### src/rtl/interrupt_ack_control_if.sv
// Request/acknowledge/EOI bundle between the CPU-side logic, In_Service and the 8259A ack sequencer.
// The CPU interrupt line is named int_out because `int` is a reserved word.
interface interrupt_ack_control_if;
    logic [7:0] interruptRequest;
    logic [7:0] interruptMask;
    logic [7:0] highestInServ;
    logic       inta_n;
    logic [4:0] vectorBase;
    logic       autoEOI;
    logic       ocw2Write;
    logic [7:0] ocw2;
    logic       int_out;
    logic       inServSignal;
    logic [7:0] interrupt;
    logic [7:0] clearRequest;
    logic [7:0] endOfInterrupt;
    logic [2:0] priorityRotate;
    logic [7:0] dataOut;
    logic       dataOutEnable;

    modport master (
        output interruptRequest, interruptMask, highestInServ, inta_n, vectorBase,
               autoEOI, ocw2Write, ocw2,
        input  int_out, inServSignal, interrupt, clearRequest, endOfInterrupt,
               priorityRotate, dataOut, dataOutEnable
    );

    modport slave (
        input  interruptRequest, interruptMask, highestInServ, inta_n, vectorBase,
               autoEOI, ocw2Write, ocw2,
        output int_out, inServSignal, interrupt, clearRequest, endOfInterrupt,
               priorityRotate, dataOut, dataOutEnable
    );
endinterface

### src/rtl/interrupt_ack_control.sv
// 8259A acknowledge/EOI sequencer: rotating-priority selection, INT generation,
// two-pulse INTA handling with timeout, vector drive and OCW2 EOI/rotate decode.
module interrupt_ack_control #(
    parameter logic [2:0]  DEFAULT_ROTATE = 3'd7,
    parameter int unsigned ACK_TIMEOUT    = 255
) (
    input  logic                    clk,
    input  logic                    reset,
    interrupt_ack_control_if.slave  bus
);
    typedef enum logic [1:0] {S_IDLE = 2'd0, S_ACK1 = 2'd1, S_ACK2 = 2'd2} state_t;

    localparam logic [7:0] TMO_LAST = 8'(ACK_TIMEOUT - 1);

    function automatic logic [2:0] f_index(input logic [7:0] onehot);
        f_index = 3'd0;
        for (int i = 0; i < 8; i++) begin
            f_index = onehot[i] ? 3'(i) : f_index;
        end
    endfunction

    function automatic logic [2:0] f_rank(input logic [2:0] idx, input logic [2:0] rot);
        f_rank = idx - rot - 3'd1;
    endfunction

    // Scan from lowest priority upward so the last hit is the highest priority.
    function automatic logic [7:0] f_candidate(input logic [7:0] pend, input logic [2:0] rot);
        logic [2:0] idx;
        f_candidate = 8'h00;
        for (int k = 7; k >= 0; k--) begin
            idx = rot + 3'd1 + 3'(k);
            f_candidate = pend[idx] ? (8'h01 << idx) : f_candidate;
        end
    endfunction

    state_t     r_state, w_state_next;
    logic       r_inta_prev, r_int, r_in_serv, r_spurious, r_rot_aeoi, r_doe;
    logic [7:0] r_interrupt, r_clear, r_ack_level, r_eoi, r_data_out, r_tmo;
    logic [2:0] r_rot;

    logic [7:0] w_cand, w_ocw_eoi;
    logic       w_fall, w_rise, w_ack_take, w_vec_load, w_aeoi_fire, w_int_next;
    logic       w_ocw_rot_load, w_rot_aeoi_next;
    logic [2:0] w_ocw_rot, w_rot_next;

    assign w_cand = f_candidate(bus.interruptRequest & ~bus.interruptMask, r_rot);
    assign w_fall = r_inta_prev & ~bus.inta_n;
    assign w_rise = ~r_inta_prev & bus.inta_n;

    // State register.
    always_ff @(posedge clk or posedge reset) begin
        if (reset) begin
            r_state <= S_IDLE;
        end else begin
            r_state <= w_state_next;
        end
    end

    // Next-state and acknowledge-phase strobes.
    always_comb begin
        w_state_next = r_state;
        w_ack_take   = 1'b0;
        w_vec_load   = 1'b0;
        w_aeoi_fire  = 1'b0;
        case (r_state)
            S_IDLE: begin
                if (w_fall) begin
                    w_state_next = S_ACK1;
                    w_ack_take   = 1'b1;
                end else begin
                    w_state_next = S_IDLE;
                end
            end
            S_ACK1: begin
                if (w_fall) begin
                    w_state_next = S_ACK2;
                    w_vec_load   = 1'b1;
                end else if (r_tmo == TMO_LAST) begin
                    w_state_next = S_IDLE;
                end else begin
                    w_state_next = S_ACK1;
                end
            end
            S_ACK2: begin
                if (w_rise) begin
                    w_state_next = S_IDLE;
                    w_aeoi_fire  = bus.autoEOI & ~r_spurious;
                end else begin
                    w_state_next = S_ACK2;
                end
            end
            default: w_state_next = S_IDLE;
        endcase
    end

    // OCW2 decode; D4:D3 = 00 identifies an OCW2 byte.
    always_comb begin
        w_ocw_eoi       = 8'h00;
        w_ocw_rot_load  = 1'b0;
        w_ocw_rot       = r_rot;
        w_rot_aeoi_next = r_rot_aeoi;
        if (bus.ocw2Write && (bus.ocw2[4:3] == 2'b00)) begin
            case (bus.ocw2[7:5])
                3'b001: w_ocw_eoi = bus.highestInServ;
                3'b011: w_ocw_eoi = 8'h01 << bus.ocw2[2:0];
                3'b101: begin
                    w_ocw_eoi = bus.highestInServ;
                    if (bus.highestInServ != 8'h00) begin
                        w_ocw_rot_load = 1'b1;
                        w_ocw_rot      = f_index(bus.highestInServ);
                    end else begin
                        w_ocw_rot_load = 1'b0;
                    end
                end
                3'b111: begin
                    w_ocw_eoi      = 8'h01 << bus.ocw2[2:0];
                    w_ocw_rot_load = 1'b1;
                    w_ocw_rot      = bus.ocw2[2:0];
                end
                3'b110: begin
                    w_ocw_rot_load = 1'b1;
                    w_ocw_rot      = bus.ocw2[2:0];
                end
                3'b100:  w_rot_aeoi_next = 1'b1;
                3'b000:  w_rot_aeoi_next = 1'b0;
                default: w_ocw_eoi = 8'h00;
            endcase
        end else begin
            w_ocw_eoi = 8'h00;
        end
    end

    // INT only asserts when staying idle, so it drops on the cycle ACK1 is entered.
    always_comb begin
        w_int_next = 1'b0;
        w_rot_next = r_rot;
        if ((r_state == S_IDLE) && (w_state_next == S_IDLE) && (w_cand != 8'h00)) begin
            w_int_next = (bus.highestInServ == 8'h00) ||
                         (f_rank(f_index(w_cand), r_rot) < f_rank(f_index(bus.highestInServ), r_rot));
        end else begin
            w_int_next = 1'b0;
        end
        if (w_ocw_rot_load) begin
            w_rot_next = w_ocw_rot;
        end else if (w_aeoi_fire && r_rot_aeoi) begin
            w_rot_next = f_index(r_ack_level);
        end else begin
            w_rot_next = r_rot;
        end
    end

    // Datapath registers and one-cycle output pulses.
    always_ff @(posedge clk or posedge reset) begin
        if (reset) begin
            r_inta_prev <= 1'b1;
            r_int       <= 1'b0;
            r_in_serv   <= 1'b0;
            r_interrupt <= 8'h00;
            r_clear     <= 8'h00;
            r_ack_level <= 8'h00;
            r_spurious  <= 1'b0;
            r_eoi       <= 8'h00;
            r_rot       <= DEFAULT_ROTATE;
            r_rot_aeoi  <= 1'b0;
            r_data_out  <= 8'h00;
            r_doe       <= 1'b0;
            r_tmo       <= 8'h00;
        end else begin
            r_inta_prev <= bus.inta_n;
            r_int       <= w_int_next;
            r_in_serv   <= w_ack_take && (w_cand != 8'h00);
            r_interrupt <= w_ack_take ? w_cand : 8'h00;
            r_clear     <= w_ack_take ? w_cand : 8'h00;
            r_ack_level <= w_ack_take ? ((w_cand != 8'h00) ? w_cand : 8'h80) : r_ack_level;
            r_spurious  <= w_ack_take ? (w_cand == 8'h00) : r_spurious;
            r_eoi       <= (w_aeoi_fire ? r_ack_level : 8'h00) | w_ocw_eoi;
            r_rot       <= w_rot_next;
            r_rot_aeoi  <= w_rot_aeoi_next;
            r_data_out  <= w_vec_load ? {bus.vectorBase, f_index(r_ack_level)} : r_data_out;
            r_doe       <= (w_state_next == S_ACK2);
            r_tmo       <= (r_state == S_ACK1) ? (r_tmo + 8'd1) : 8'h00;
        end
    end

    assign bus.int_out        = r_int;
    assign bus.inServSignal   = r_in_serv;
    assign bus.interrupt      = r_interrupt;
    assign bus.clearRequest   = r_clear;
    assign bus.endOfInterrupt = r_eoi;
    assign bus.priorityRotate = r_rot;
    assign bus.dataOut        = r_data_out;
    assign bus.dataOutEnable  = r_doe;
endmodule
### src/flat_wrapper.sv
// flat-port wrapper written by rule: the top's interface ports become plain ports
module interrupt_ack_control_flat 
#(
    parameter logic [2:0]  DEFAULT_ROTATE = 3'd7,
    parameter int unsigned ACK_TIMEOUT    = 255
)
  (clk, reset, bus_interruptRequest, bus_interruptMask, bus_highestInServ, bus_inta_n, bus_vectorBase, bus_autoEOI, bus_ocw2Write, bus_ocw2, bus_int_out, bus_inServSignal, bus_interrupt, bus_clearRequest, bus_endOfInterrupt, bus_priorityRotate, bus_dataOut, bus_dataOutEnable);
  interrupt_ack_control_if bus_i ();
  input  logic clk;
  input  logic reset;
  input wire logic [$bits(bus_i.interruptRequest)-1:0] bus_interruptRequest;
  input wire logic [$bits(bus_i.interruptMask)-1:0] bus_interruptMask;
  input wire logic [$bits(bus_i.highestInServ)-1:0] bus_highestInServ;
  input wire logic [$bits(bus_i.inta_n)-1:0] bus_inta_n;
  input wire logic [$bits(bus_i.vectorBase)-1:0] bus_vectorBase;
  input wire logic [$bits(bus_i.autoEOI)-1:0] bus_autoEOI;
  input wire logic [$bits(bus_i.ocw2Write)-1:0] bus_ocw2Write;
  input wire logic [$bits(bus_i.ocw2)-1:0] bus_ocw2;
  output wire logic [$bits(bus_i.int_out)-1:0] bus_int_out;
  output wire logic [$bits(bus_i.inServSignal)-1:0] bus_inServSignal;
  output wire logic [$bits(bus_i.interrupt)-1:0] bus_interrupt;
  output wire logic [$bits(bus_i.clearRequest)-1:0] bus_clearRequest;
  output wire logic [$bits(bus_i.endOfInterrupt)-1:0] bus_endOfInterrupt;
  output wire logic [$bits(bus_i.priorityRotate)-1:0] bus_priorityRotate;
  output wire logic [$bits(bus_i.dataOut)-1:0] bus_dataOut;
  output wire logic [$bits(bus_i.dataOutEnable)-1:0] bus_dataOutEnable;
  assign bus_i.interruptRequest = bus_interruptRequest;
  assign bus_i.interruptMask = bus_interruptMask;
  assign bus_i.highestInServ = bus_highestInServ;
  assign bus_i.inta_n = bus_inta_n;
  assign bus_i.vectorBase = bus_vectorBase;
  assign bus_i.autoEOI = bus_autoEOI;
  assign bus_i.ocw2Write = bus_ocw2Write;
  assign bus_i.ocw2 = bus_ocw2;
  assign bus_int_out = bus_i.int_out;
  assign bus_inServSignal = bus_i.inServSignal;
  assign bus_interrupt = bus_i.interrupt;
  assign bus_clearRequest = bus_i.clearRequest;
  assign bus_endOfInterrupt = bus_i.endOfInterrupt;
  assign bus_priorityRotate = bus_i.priorityRotate;
  assign bus_dataOut = bus_i.dataOut;
  assign bus_dataOutEnable = bus_i.dataOutEnable;
  interrupt_ack_control #(.DEFAULT_ROTATE(DEFAULT_ROTATE), .ACK_TIMEOUT(ACK_TIMEOUT)) u_core (.clk(clk), .reset(reset), .bus(bus_i));
endmodule
### config.mk
export PLATFORM = sky130hd
export DESIGN_NAME = interrupt_ack_control_flat
export DESIGN_NICKNAME = d
export VERILOG_FILES = /design/src/rtl/interrupt_ack_control_if.sv /design/src/rtl/interrupt_ack_control.sv /design/src/flat_wrapper.sv
export SDC_FILE = /design/constraint.sdc
export NUM_CORES = 1
export LEC_CHECK = 0
export CORE_MARGIN = 1
export CORE_UTILIZATION = 48
export CTS_CLUSTER_DIAMETER = 150
export DETAILED_ROUTE_END_ITERATION = 7
export HOLD_SLACK_MARGIN = 0.05
export PLACE_DENSITY = 0.75
export SYNTH_ARGS = -nofsm -noshare
export SYNTH_HDL_FRONTEND = slang
export SYNTH_SLANG_ARGS = --single-unit
### constraint.sdc
create_clock -name clk -period 6.45 [get_ports clk]
set_clock_uncertainty 0.2 [all_clocks]
set_input_delay 1.29 -clock clk [delete_from_list [all_inputs] [get_ports clk]]
set_output_delay 1.29 -clock clk [all_outputs]
set_load 0.005 [all_outputs]
==> results of run 1 <==
-- sequential cells by signal (all words and copies together) (netlist names) --
register,flops
u_core.bus.endOfInterrupt,8
u_core.r_tmo,8
u_core.r_state,2
u_core.bus.interrupt,8
u_core.bus.dataOut,8
u_core.bus.int_out,1
u_core.bus.priorityRotate,3
u_core.bus.dataOutEnable,1
u_core.bus.inServSignal,1
u_core.r_ack_level,8
u_core.r_spurious,1
u_core.r_rot_aeoi,1
u_core.r_inta_prev,1
-- report_power, final --
| part | leakage (uW) | switching (uW) | internal [uW] |
|---|---|---|---|
| logic | 0.00135 | 1060 | 853 |
| registers | 0.000658 | 72.2 | 413 |
| clock network | 0.0000502 | 115 | 80.6 |
-- metrics by stage --
step           instance area (um^2)  worst slack [ns]
3_3_place_gp                   4850             0.759
3_5_place_dp                   4850             0.698
2_1_floorplan                  4060              1.15
5_1_grt                        4940             0.401
6_report                       4940             0.807
4_1_cts                        4940             0.826
-- kinds of logic after synthesis --
logic type,Yosys count,synth area share [%]
simple gates,174,23.0
compound gates,118,20.1
flops,51,31.6
buf+inv,40,5.70
mux,32,11.5
fa+ha+maj,18,5.92
xor+xnor,10,2.16
-- worst register-to-register path, delay by kind of cell (launching register included) --
| kind | cells | cell delay, ns |
|---|---|---|
| and+or+nand+nor | 4 | 0.68 |
| muxes | 2 | 0.90 |
| xor gates and xnor gates | 2 | 0.33 |
| AOI/OAI and AO/OA | 6 | 1.02 |
| DFF | 1 | 0.55 |
| buffers and inverters | 3 | 0.69 |
| adders and majority gates | 3 | 1.21 |
-- layout make-up --
class / count / area (um^2)
flip-flops and latches: 51 / 1280
repair buffers: 84 / 828
clock buffers: 5 / 68.8
well taps: 105 / 131
fillers: 703 / 3270
inverters: 15 / 61.3
multi-input cells: 352 / 2540
clock inverters: 3 / 28.8
-- per-layer routing --
layer	part of all wire [%]	track usage, %	up-vias	routed length, um
met5	0	0	-	0
met1	47	35.7	1774	4850
met3	6.3	3.64	15	650
li1	-	-	1735	-
met2	46	38.0	161	4720
met4	1.2	7.05	0	121
-- cells in the final DEF, fill, tap and decap left out, drive strengths merged, types with 3 or more instances in the layout --
master          n
nand2          49
dfrtp          47
a211oi          3
inv            15
and3            5
a31o            4
xor2            5
nor3b           3
a21o            9
clkinv          3
ha             16
nor4            3
mux2            9
a22oi           3
o211ai          4
o311ai          3
xnor2           5
clkbuf          5
nor3            4
and2            5
o22ai           4
a21oi          29
nor2b          17
nor2           39
mux2i          15
a31oi           6
buf             5
mux4            8
nand3b          5
nand3          18
o21ai          31
dfstp           4
a32oi           4
nand2b         13
clkdlybuf4s50  79
-- path summary, 6_finish.rpt --
| kind | cells after the start | endpoint | slack [ns] | from |
|---|---|---|---|---|
| max | 20 | u_core.bus.int_out | 0.81 | u_core.bus.priorityRotate[0] |
| min | 1 | u_core.r_tmo[0] | 0.30 | u_core.r_tmo[0] |
| max reg2reg | 20 | u_core.bus.int_out | 0.81 | u_core.bus.priorityRotate[0] |
| min reg2reg | 1 | u_core.r_tmo[0] | 0.30 | u_core.r_tmo[0] |
| max in group asynchronous | 2 | u_core.bus.dataOut[6] | 4.08 | reset |
| min in group asynchronous | 2 | u_core.bus.dataOut[7] | 1.34 | reset |
==> summary.txt, run 1 <==
Drt
  – Vias per std cell: 5.99
  – Total Wirelength: 10.3 mm
  – DR vias: 3685
  – Routed Antenna Nets: 0
  – Post-route DRC: 0
  – WL per Instance: between 15 and 20 um
  – DRT iter0 DRCs: about 220
  – DRT Pass-1 Iters: 5

Logic synthesis
  – Mapped Cells: about 440
  – YS warnings: 0
  – Post-synth EDFFs: 0
  – Sequential share of the synthesized area: between 30% and 40%
  – Most frequent cells after synthesis: nand2_1 (49), dfrtp_1 (47), nor2_1 (36)
  – Seq cells post-synth: 51
  – Post-synth net total: 503
  – Post-synth top area cell: dfrtp_1
  – Cell variety after synth: 81
  – Most common cell in the netlist: nand2_1
  – Post-synth top flop: dfrtp_1
  – Synthesized area: around 4100 um^2
  – Ranking of synthesized cells by area: dfrtp_1 (29%), ha_1 (4.9%), nand2_1 (4.5%)
  – Syn avg cell area: 9.16 um^2
  – Async S/R FF share, synth: 100%
  – Post-synth top area share: ~29%

Run
  – Number of max-cap violations: 0

Placed design
  – Placer's final routability congestion estimate: about 0.95
  – Port Buf Inserts: 79
  – Placed insts: between 600 and 700
  – DP HPWL: 7.91 mm

Worst setup path
  – Arr. time, crit path: ~5.7 ns
  – Worst-path cell chain: buf_4 -> clkinv_4 -> ha_1 -> inv_2 -> mux4_2 -> mux2i_4 -> o211ai_4 -> a221o_1 -> a31oi_1 -> or2_1 -> nor2b_1 -> o21ai_0 -> fa_1 -> xnor2_1 -> xnor2_1 -> ha_1 -> nor2b_1 -> o21ai_0 -> nand3_1 -> a21oi_1
  – Crit path buffers/inverters: 3
  – CP required: roughly 6.5 ns
  – Crit Path Class: flop to flop
  – Slowest stage cell, crit path: mux4_2
  – Critical path's largest stage delay: 0.64 ns
  – Startpoint Class: flop
  – Worst-path fanout max: 22
  – Top delay family on crit path: adder cells
  – Crit end category: flop

Clock tree
  – Postcts setup bufs: 0
  – CTS Hold Bufs: 0
  – CTS Buf Count: 5
  – Maximum clock path buffer count: 2
  – Reg clk slew, reported paths: 0.11 ns
  – H-tree levels: 2
  – Skew-Pair Late Insertion Delay: a little over 0.3 ns
  – PostCTS Resize Cnt: 0
  – TritonCTS clock tree: yes
  – CTS root buf: clkbuf_8
  – CTS Sinks: ~50

STA
  – TNS Setup: 0 ns
  – Fin. max-slew vios: 0
  – Max-slew headroom: 32.2%
  – Worst Max-Slew Pin Slew: 1.02 ns
  – Max Fclk: about 180 MHz
  – Hold Fails Final Rpt: 0
  – Tmin final: about 5.6 ns
  – Endpoints failing setup: 0
  – Period utilization: 87.5%
  – Hold Worst Slack: between 0.3 and 0.4 ns
  – RSZ-0062 raised after global routing: no

Global route
  – GRT Util Overall: between 20% and 30%
  – Vias in the first global route: between 3000 and 4000
  – Largest net degree at the start of global routing: 52
  – Initial antenna violation count: 0
  – GRT Residual Overflow: 0
  – Global-route wire length before repair: 17.1 mm

Finish
  – P&R area growth vs syn: 21.9%
  – Final Util: approximately three fifths
  – # diodes: 0
  – Share of layout cells above drive strength 1: about an eighth
  – Final cell count without fillers: 615
  – Nets@finish: between 500 and 600

Floorplan
  – Chip height: between 90 and 100 um
  – I/O pin total: 80
  – Initial core utilization: 49.4%
  – Die Width: 93.9 um
  – Die footprint: ~8800 um^2
  – Cell Rows: 33
  – Core ar.: 8220 um^2

Power
  – Leakage: a little over 0.002 uW
  – Power per cell area: approximately 520 nW/um^2
  – Worst vdd ir: 0.185 mV
  – Tot Pwr: about 2600 uW

Outcome
  – Status: completed

Hold path
  – Worst hold-check path type: flop to flop
Power figures use the tool's default switching activity.
==> run 2: changes to the inputs <==
--- a/config.mk
+++ b/config.mk
@@ -5,6 +5,7 @@
 export SDC_FILE = /design/constraint.sdc
 export NUM_CORES = 1
 export LEC_CHECK = 0
+export ABC_CLOCK_PERIOD_IN_PS = 6450
 export CORE_MARGIN = 1
 export CORE_UTILIZATION = 48
 export CTS_CLUSTER_DIAMETER = 150
==> constraint.sdc (replaced) <==
create_clock -name clk -period 6.45 [get_ports clk]
set_clock_uncertainty 0.2 [all_clocks]
set_input_delay 1.29 -clock clk [delete_from_list [all_inputs] [get_ports clk]]
set_output_delay 1.29 -clock clk [all_outputs]
set_load 0.05 [all_outputs]
==> results of run 2 <==
Same layout as run 1 (identical final DEF). Status: completed.
Among the figures that moved: total power 2590 uW -> 2830 uW; worst IR drop on VDD 0.185 mV -> 0.234 mV
==> run 3: changes to the inputs <==
--- a/config.mk
+++ b/config.mk
@@ -6,7 +6,6 @@
 export NUM_CORES = 1
 export LEC_CHECK = 0
 export ABC_CLOCK_PERIOD_IN_PS = 6450
-export CORE_MARGIN = 1
 export CORE_UTILIZATION = 48
 export CTS_CLUSTER_DIAMETER = 150
 export DETAILED_ROUTE_END_ITERATION = 7
==> results of run 3 <==
Same layout as run 1 (identical final DEF). Status: completed.
Among the figures that moved: total power 2590 uW -> 2830 uW; worst IR drop on VDD 0.185 mV -> 0.234 mV
